**src/rtl/sec_timer_ctrl.sv**
```systemverilog
// Countdown timer controller: a one-second divider plus a BCD M:SS down-counter
// sequenced through IDLE/RUN/PAUSE/DONE. Every register updates on the falling clock edge.
module sec_timer_ctrl #(
  parameter int unsigned DIV = 24000
) (
  input  logic       clk,
  input  logic       res,
  input  logic       start,
  input  logic       stop,
  input  logic       clear,
  input  logic       load,
  input  logic [3:0] ld_min_u,
  input  logic [2:0] ld_sec_t,
  input  logic [3:0] ld_sec_u,
  output logic [3:0] min_u,
  output logic [2:0] sec_t,
  output logic [3:0] sec_u,
  output logic [1:0] state,
  output logic       tick,
  output logic       done
);

  typedef enum logic [1:0] {
    ST_IDLE  = 2'd0,
    ST_RUN   = 2'd1,
    ST_PAUSE = 2'd2,
    ST_DONE  = 2'd3
  } state_t;

  localparam logic [24:0] CON_LAST = 25'(DIV - 32'd1);

  function automatic logic [3:0] sat_nine(input logic [3:0] d);
    return (d > 4'd9) ? 4'd9 : d;
  endfunction

  function automatic logic [2:0] sat_five(input logic [2:0] d);
    return (d > 3'd5) ? 3'd5 : d;
  endfunction

  state_t      state_r;
  logic [24:0] con_t_r;
  logic [3:0]  min_u_r;
  logic [2:0]  sec_t_r;
  logic [3:0]  sec_u_r;
  logic        tick_r;
  logic        done_r;

  logic        cmd_start_s;
  logic        cmd_stop_s;
  logic        load_ok_s;
  logic        wrap_s;
  logic        cnt_zero_s;
  logic        dec_zero_s;
  logic [24:0] con_inc_s;
  logic [3:0]  dec_min_u_s;
  logic [2:0]  dec_sec_t_s;
  logic [3:0]  dec_sec_u_s;

  // Command decode and the one-step BCD decrement of the current count
  always_comb begin
    cmd_start_s = start & ~stop;
    cmd_stop_s  = stop & ~start;
    load_ok_s   = load && (state_r != ST_RUN);
    wrap_s      = (con_t_r == CON_LAST);
    con_inc_s   = con_t_r + 25'd1;
    cnt_zero_s  = (min_u_r == 4'd0) && (sec_t_r == 3'd0) && (sec_u_r == 4'd0);
    dec_min_u_s = min_u_r;
    dec_sec_t_s = sec_t_r;
    dec_sec_u_s = sec_u_r;
    if (sec_u_r != 4'd0) begin
      dec_sec_u_s = sec_u_r - 4'd1;
    end else begin
      dec_sec_u_s = 4'd9;
      if (sec_t_r != 3'd0) begin
        dec_sec_t_s = sec_t_r - 3'd1;
      end else begin
        dec_sec_t_s = 3'd5;
        dec_min_u_s = min_u_r - 4'd1;
      end
    end
    dec_zero_s = (dec_min_u_s == 4'd0) && (dec_sec_t_s == 3'd0) && (dec_sec_u_s == 4'd0);
  end

  // Timer FSM with divider, count digits and registered tick/done
  always_ff @(negedge clk or negedge res) begin
    if (!res) begin
      state_r <= ST_IDLE;
      con_t_r <= 25'd0;
      min_u_r <= 4'd0;
      sec_t_r <= 3'd0;
      sec_u_r <= 4'd0;
      tick_r  <= 1'b0;
      done_r  <= 1'b0;
    end else if (clear) begin
      state_r <= ST_IDLE;
      con_t_r <= 25'd0;
      min_u_r <= 4'd0;
      sec_t_r <= 3'd0;
      sec_u_r <= 4'd0;
      tick_r  <= 1'b0;
      done_r  <= 1'b0;
    end else if (load_ok_s) begin
      state_r <= ST_IDLE;
      con_t_r <= 25'd0;
      min_u_r <= sat_nine(ld_min_u);
      sec_t_r <= sat_five(ld_sec_t);
      sec_u_r <= sat_nine(ld_sec_u);
      tick_r  <= 1'b0;
      done_r  <= 1'b0;
    end else begin
      case (state_r)
        ST_IDLE: begin
          tick_r  <= 1'b0;
          done_r  <= 1'b0;
          con_t_r <= 25'd0;
          if (cmd_start_s && !cnt_zero_s) begin
            state_r <= ST_RUN;
          end else begin
            state_r <= ST_IDLE;
          end
        end
        ST_RUN: begin
          done_r <= 1'b0;
          if (cmd_stop_s) begin
            // A stop on the wrap edge parks the divider at its last value so
            // the pending decrement fires on the first edge after resume.
            state_r <= ST_PAUSE;
            tick_r  <= 1'b0;
            con_t_r <= wrap_s ? con_t_r : con_inc_s;
          end else if (wrap_s && !cnt_zero_s) begin
            con_t_r <= 25'd0;
            tick_r  <= 1'b1;
            min_u_r <= dec_min_u_s;
            sec_t_r <= dec_sec_t_s;
            sec_u_r <= dec_sec_u_s;
            if (dec_zero_s) begin
              state_r <= ST_DONE;
              done_r  <= 1'b1;
            end else begin
              state_r <= ST_RUN;
            end
          end else if (wrap_s) begin
            con_t_r <= 25'd0;
            tick_r  <= 1'b0;
          end else begin
            con_t_r <= con_inc_s;
            tick_r  <= 1'b0;
          end
        end
        ST_PAUSE: begin
          tick_r <= 1'b0;
          done_r <= 1'b0;
          if (cmd_start_s) begin
            state_r <= ST_RUN;
          end else begin
            state_r <= ST_PAUSE;
          end
        end
        ST_DONE: begin
          tick_r  <= 1'b0;
          done_r  <= 1'b1;
          con_t_r <= 25'd0;
          min_u_r <= 4'd0;
          sec_t_r <= 3'd0;
          sec_u_r <= 4'd0;
        end
        default: begin
          state_r <= ST_IDLE;
          con_t_r <= 25'd0;
          tick_r  <= 1'b0;
          done_r  <= 1'b0;
        end
      endcase
    end
  end

  assign min_u = min_u_r;
  assign sec_t = sec_t_r;
  assign sec_u = sec_u_r;
  assign state = state_r;
  assign tick  = tick_r;
  assign done  = done_r;

endmodule

```
**config.mk**
```make
export PLATFORM = sky130hd
export DESIGN_NAME = sec_timer_ctrl
export DESIGN_NICKNAME = d
export VERILOG_FILES = /design/src/rtl/sec_timer_ctrl.sv
export SDC_FILE = /design/constraint.sdc
export NUM_CORES = 1
export LEC_CHECK = 0
export ABC_CLOCK_PERIOD_IN_PS = 5100
export CORE_MARGIN = 4
export CORE_UTILIZATION = 45
export CTS_BUF_LIST = sky130_fd_sc_hd__clkbuf_4
export DETAILED_ROUTE_END_ITERATION = 6
export GPL_ROUTABILITY_DRIVEN = 0
export PLACE_DENSITY = 0.76
export SLEW_MARGIN = 20
export SYNTH_ARGS = -nofsm -noshare
export SYNTH_HDL_FRONTEND = slang
export SYNTH_SLANG_ARGS = --single-unit
export TNS_END_PERCENT = 100
```
**constraint.sdc**
```tcl
create_clock -name clk -period 5.1 [get_ports clk]
set_input_delay 0.765 -clock clk [delete_from_list [all_inputs] [get_ports clk]]
set_output_delay 0.765 -clock clk [all_outputs]
set_load 0.005 [all_outputs]
```
# --- Word-level counts from Yosys, hierarchy flattened ---
# Index checks and enable logic that the tools add are counted.
classes:
  addsub: 4
  order_cmp: 3
  eq_ne: 9
  muxes: 49
  bitwise: 4
  n_reduce_logical: 26
op_table:
  columns: ["cell", "count"]
  rows:
  - ["2-to-1 mux 25 bit", 6]
  - ["2-to-1 mux 4 bit", 13]
  - ["case mux 25 bit (2 select lines)", 1]
  - ["adder 25 x 1 -> 25 bit, second input constant", 1]
  - ["equality test 25 x 15 -> 1 bit, second input constant", 1]
  - ["2-to-1 mux 3 bit", 7]
  - ["zero test 4 bit", 4]
  - ["case mux 4 bit (2 select lines)", 2]
  - ["2-to-1 mux 2 bit", 6]
  - ["nonzero test 4 bit", 3]
  - ["2-to-1 mux 1 bit", 10]
  - ["!= test 5 bit, second input constant", 2]
  - ["> comparator 4 bit, second input constant", 2]
  - ["!= test 4 bit, second input constant", 2]
  - ["subtractor 4 x 1 -> 4 bit, second input constant", 2]
  - ["logical AND 1 bit", 7]
  - ["zero test 3 bit", 2]
  - ["case mux 2 bit (3 select lines)", 1]
  - ["case mux 3 bit (2 select lines)", 1]
  - ["nonzero test 5 bit", 1]
  - ["equality test 2 bit, second input constant", 2]
  - ["AND reduction 2 bit", 2]
  - ["OR reduction 2 bit", 2]
  - ["> comparator 3 bit, second input constant", 1]
  - ["other kinds (12)", 14]
totals:
  reg_bits: 40
  output_inout_bits: 15

# --- Logic depth before layout (Yosys ltp) ---
depth:
  ltp_word: 12
  depth_mapped: 8
  depth_no_buf: 7

==> flow_summary.yaml <==
run_status:
  status: "finished, final reports clean"
timing:
  maxSlewHeadroom_pct: 37.4
  setup_viol: 0
  hold_viol: 0
  slew_viol_final: 0
  fin_skew_ns: 0.0109
  whs_ns: 0.458
  tns_ns: 0
  worst_pin_slew_ns: 0.939
  rsz0062_at_grt: "false"
cts:
  cts_buffers: 5
  tritoncts: "done"
  cts_resized: 0
  root_buffer: "clkbuf_4"
  clk_pin_slew_ns: 0.09
  post_cts_buffers: 0
  hold_buffers: 0
  cts.sink_count: 40
  cts_max_level: 2
  clockBufferDepth: 2
  clock_latency_ns: 0.35
critical_path:
  r2r_end: "state[0]$_DFFE_NN0P_"
  r2r_slack_ns: 2.48
  crit_family: "flip-flops"
  worst_path_max_delay_cell: "dfrtn_1"
  reg2reg_depth: 6
  end_kind: "output pin"
  crit_chain: "clkdlybuf4s50_1"
  arrival_ns: 4.01
  r2r-start: "state[0]$_DFFE_NN0P_"
  cp-start-kind: "register"
  crit_buf_inv: 1
  max_stage_delay_ns: 0.57
  worstPathMaxFanout: 9
  crit_type: "register to output pin"
  cp.required_ns: 4.34
synthesis:
  synth_ff_type: "dfrtn_1"
  synth_area_sq_mm: 0.00310
  synth.mux.area_fraction_pct: 1.37
  synth_xor_area_share_pct: 0.282
  synth_cell_type_count: 63
  synthArstFlopShare_pct: 100
  ys_ff_latch: 40
  synth_top_family_by_area: "simple AND/OR/NAND/NOR gates"
  synth_fp_nets: 392
  synth_edf_count: 0
  synth_compound_area_share_pct: 22.9
  synth_adder_area_share_pct: 4.44
  yosysSeqAreaShare_pct: 32.3
  syn_avg_cell_area_sq_um: 8.52
  yosys.area_share.simple_pct: 32.1
  synthCells: 364
  yosysWarnings: 0
placed_design:
  place_area_sq_mm: 0.00355
  portBuffers: 31
  dpl.hpwl_um: 6450
floorplanning:
  rows: 29
  die_w_um: 91.0
  die_h_um: 91.0
  dieArea_sq_mm: 0.00828
  ios: 32
  core_sq_mm: 0.00653
  start_util_pct: 47.5
routing:
  routed_wl_um: 8570
  num_vias: 3129
  drt_iter0_markers: 439
  wl_per_cell_um: 17.8
  dr.pass1.iters: 5
  drc_errors: 0
  ant_nets: 0
  via_per_inst: 6.51
hold_path:
  holdPathStages: 1
  hold_path.class: "register to register"
  hold_end: "con_t_r[0]$_DFFE_NN0P_"
  worstHoldStart: "con_t_r[0]$_DFFE_NN0P_"
global_route:
  grt_pass1_wl_um: 14800
  grt-ovfl-total: 0
  antenna_found_initial: 0
  grt_pass1_vias: 2987
  grt_max_degree: 26
  grtUsageTotal_pct: 21.2
cells_and_area:
  final_common_cell: "dfrtn_1"
  fin_nets: 431
  drive_gt1_share_pct: 9.90
  mostFrequentLayoutCells: "dfrtn_1 (40), inv_1 (34), clkdlybuf4s50_1 (30)"
  area_growth_pct: 16.3
  antenna_cells: 0
  finish.instance_area_sq_mm: 0.00361
power:
  peakVddDrop_v: 0.000106
  p_leak_nw: 1.36
  pwr_density_cell_mw_per_mm2: 189
run:
  cap_violations: 0
-- metrics by stage --
step	cells	utilization, %	setup slack [ns]	total power, mW
detailed placement	473	54.4	0.0735	0.508
global route	481	55.2	0.255	0.716
floorplan	364	-	0.402	0.439
finish	481	55.2	0.321	0.682
CTS	481	55.2	0.317	0.682
global placement	473	54.4	0.0786	0.504
-- registers in the layout, summed over array words and instances (netlist names) --
| name | flops |
|---|---|
| con_t_r | 25 |
| min_u | 4 |
| sec_u | 4 |
| sec_t | 3 |
| state | 2 |
| done | 1 |
| tick | 1 |
-- final cells by class --
| cell class | count | area, sq um |
|---|---|---|
| clock buffer | 7 | 52.6 |
| clock inverter | 1 | 3.75 |
| fill | 622 | 2920 |
| inverter | 34 | 128 |
| multi-input combinational | 274 | 1890 |
| sequential | 40 | 1000 |
| tap | 77 | 96.3 |
| timing repair buffer | 48 | 433 |
-- cell usage after synthesis (all sizes together), types with 2 or more instances --
library cell | n | share of area (%)
a41o | 2 | 0.65
a311oi | 3 | 0.85
a21o | 2 | 0.48
o21a | 6 | 1.5
and3 | 6 | 1.4
nor2 | 19 | 2.4
nor4bb | 2 | 0.65
a31oi | 10 | 2.0
and2 | 6 | 1.2
nand4 | 16 | 3.7
buf | 9 | 1.7
nand2 | 25 | 3.0
or4 | 6 | 1.5
nor2b | 5 | 1.0
inv | 34 | 4.1
mux2i | 2 | 0.65
nand2b | 6 | 1.2
nor4b | 3 | 1.8
or3 | 11 | 2.2
o221ai | 12 | 3.4
a221oi | 9 | 2.5
or2 | 2 | 0.40
nand3 | 24 | 4.3
a2bb2oi | 4 | 1.1
a211oi | 2 | 0.48
a21oi | 13 | 2.1
ha | 11 | 4.4
mux2 | 2 | 0.73
a2111oi | 2 | 0.56
o211ai | 6 | 1.5
nor3 | 12 | 2.3
dfrtn | 40 | 32
nor4 | 7 | 2.1
clkbuf | 7 | 0.85
nor3b | 2 | 0.48
and4 | 4 | 1.1
a21boi | 2 | 0.48
o21ai | 18 | 3.0
-- worst register-to-register path, cell delays in order, from the launching register on --
cell	delay, ns
dfrtn_1	0.51
ha_1	0.81
nor2b_1	0.16
or4_1	0.43
o21ai_0	0.11
or2_1	0.14
mux2_2	0.32
-- worst max-delay path by stage --
| stage | startpoint | end | slack, ns | depth (start not counted) |
|---|---|---|---|---|
| after global placement | load | state[0]$_DFFE_NN0P_ | 0.08 | 6 |
| final | sec_u[2]$_DFFE_NN0P_ | sec_u[2] | 0.32 | 1 |
| after detailed placement | clear | con_t_r[22]$_DFFE_NN0P_ | 0.07 | 7 |
| after floorplan | load | state[0]$_DFFE_NN0P_ | 0.40 | 6 |
| after global routing | sec_u[3]$_DFFE_NN0P_ | sec_u[3] | 0.25 | 1 |
| after CTS | sec_u[3]$_DFFE_NN0P_ | sec_u[3] | 0.32 | 1 |
-- logic make-up (layout without fill, tap and decap cells) --
| group | Yosys count | in the layout |
|---|---|---|
| compound gates | 98 | 98 |
| xor+xnor | 1 | 1 |
| buf+inv | 50 | 90 |
| simple gates | 160 | 160 |
| fa+ha+maj | 11 | 11 |
| flops | 40 | 40 |
| mux | 4 | 4 |
-- power breakdown --
group / internal [mW] / switching [mW]
clock: 0.0638 / 0.113
combinational: 0.0772 / 0.0872
sequential: 0.328 / 0.0130
total: 0.469 / 0.213
-- routing by layer --
| metal | share of wire, % | wire (um) | global-route usage (%) | vias to the layer above |
|---|---|---|---|---|
| li1 | - | - | - | 1472 |
| met1 | 46 | 3940 | 30.1 | 1526 |
| met2 | 46 | 3980 | 33.3 | 112 |
| met3 | 5.8 | 498 | 3.88 | 19 |
| met4 | 1.7 | 147 | 5.90 | 0 |
| met5 | 0 | 0 | 0 | - |
No activity file was read; power rests on OpenSTA's default activity.
==> edit 1: new RTL, same settings <==
`DIV`: 24000 -> 18000.
--- a/src/rtl/sec_timer_ctrl.sv
+++ b/src/rtl/sec_timer_ctrl.sv
@@ -1,7 +1,7 @@
 // Countdown timer controller: a one-second divider plus a BCD M:SS down-counter
 // sequenced through IDLE/RUN/PAUSE/DONE. Every register updates on the falling clock edge.
 module sec_timer_ctrl #(
-  parameter int unsigned DIV = 24000
+  parameter int unsigned DIV = 18000
 ) (
   input  logic       clk,
   input  logic       res,
Behaviour: same outputs for any inputs over 10 cycles, from zero or initial values; that may be too few to reach the edited logic, so the function may still have changed.
==> edit 1 against the unedited design <==
Sequential cell count stayed put. Final area is 2.8% lower. Setup slack worse by 47 ps. Clock skew is 1.6 ps lower. Area after synthesis is 5.6% lower. Power is 13% higher. Wire length is 11% lower. Via count is 8.3% lower. Global-route usage is 0.51 points lower. Critical path type is now input pin to flip-flop. Critical endpoint is now con_t_r[1]. Largest cell class unchanged. Highest routed layer unchanged.
==> edit 1: results (changes against the unedited design) <==
Logic synthesis
  • Register area share after synthesis: 34.17% (+1.9 points)
  • Area share of xor/xnor cells in the synthesized design: 2.093% (+1.8 points)
  • Most frequent cells after synthesis: sky130_fd_sc_hd__dfrtn_1, sky130_fd_sc_hd__nand2_1, sky130_fd_sc_hd__nor2_1
  • Synthesized instance count: 341 (-6.3%)
  • Synth Net Count: 369 (-5.9%)
  • Multiplexer share of the synthesized area: 2.478% (+1.1 points)
  • Distinct cell type count after synthesis: 67 (+6.3%)
  • Main area contributors after synthesis: sky130_fd_sc_hd__dfrtn_1, sky130_fd_sc_hd__ha_1, sky130_fd_sc_hd__nand2_1
  • Synthesized-area fraction occupied by adder cells: 4.699% (+0.26 points)
  • Compound-gate portion of the synthesized area: 21.79% (-1.1 points)

Layout
  • Share of final-layout standard cells stronger than drive strength 1: 11.89% (+2.0 points)
  • Post-route non-filler standard cell count: 464 (-3.5%)
  • P&R area growth vs syn: 19.74%
  • # fillers: 574 (-7.7%)
  • Nets@finish: 414 (-3.9%)

STA
  • Tightest hold margin: 493.0 ps (+35.12 ps)
  • Worst clock skew on the final layout: 9.289 ps (-1.575 ps)
  • Relative slew margins: 36.81% (-0.57 points)

Pwr
  • Cell Int Power: 0.5345 mW (+14%)
  • Combinational share of power: 26.6% (+2.5 points)
  • IR drop worst, VDD: 153.0 uV (+44%)
  • Pleak: 1.349 nW (-0.85%)
  • Comb power: 0.204 mW (+24%)

Setup path
  • CP Data Arrival Time: 2460 ps (-1550 ps)
  • Maximum fanout along the worst path: 6 (-3)
  • Path depth of the worst reg2reg path: 7 (+1)
  • Endpoint of the worst setup timing path: con_t_r[1]
  • Crit Reg-Reg Startpoint: sec_u[0]

Global route
  • Number of global-route vias before repair: 2,692 (-9.9%)
  • All-Layer GR Usage: 20.72% (-0.51 points)
  • Grt ovf: 0 (unchanged)
  • Maximum number of pins on one net before global-route repair: 22 (-15%)
  • First-pass GRT wire length: 13.01 mm (-12%)

CTS
  • Worst-skew pair later-pin latency: 330 ps (-20 ps)

Route
  • Routed wire length: 7.648 mm (-11%)
  • Iteration-0 DRC count of the detailed router: 200 (-54%)
  • Post-DR vias/cell: 6.181 (-5.0%)

Placed design
  • Placed Cells incl. Taps: 456 (-3.6%)
  • Minimum setup slack after placement: -38.29 ps (-111.7 ps)
  • Hpwl dp: 5.710 mm (-12%)
  • Cell area after placement: 0.003421 mm^2 (-3.7%)

Outcome
  • Result of the run: completed
==> edit 1: worst max-delay path, stage by stage <==
cell                              delay [ps]
sky130_fd_sc_hd__clkdlybuf4s50_1         490
sky130_fd_sc_hd__nor2b_1                 390
sky130_fd_sc_hd__nand2_1                  90
sky130_fd_sc_hd__nor3_1                  290
sky130_fd_sc_hd__o21ai_1                 150
sky130_fd_sc_hd__mux2_2                  290
==> edit 1: layout make-up <==
type | count | area share (%)
multi-input cells | 267 | 50.52
flip-flops and latches | 40 | 28.54
repair buffers | 54 | 13.99
well taps | 77 | 2.747
inverters | 18 | 1.927
clock buffers | 6 | 1.284
clock inverters | 2 | 0.9989
==> edit 1: metal layers <==
layer,track usage [%],routed length (um),vias to the layer above
met1,27.79,3447,1395
met2,35.63,3767,91
met4,2.885,62,0
met3,3.724,370,7
li1,-,-,1375
met5,0,0,-
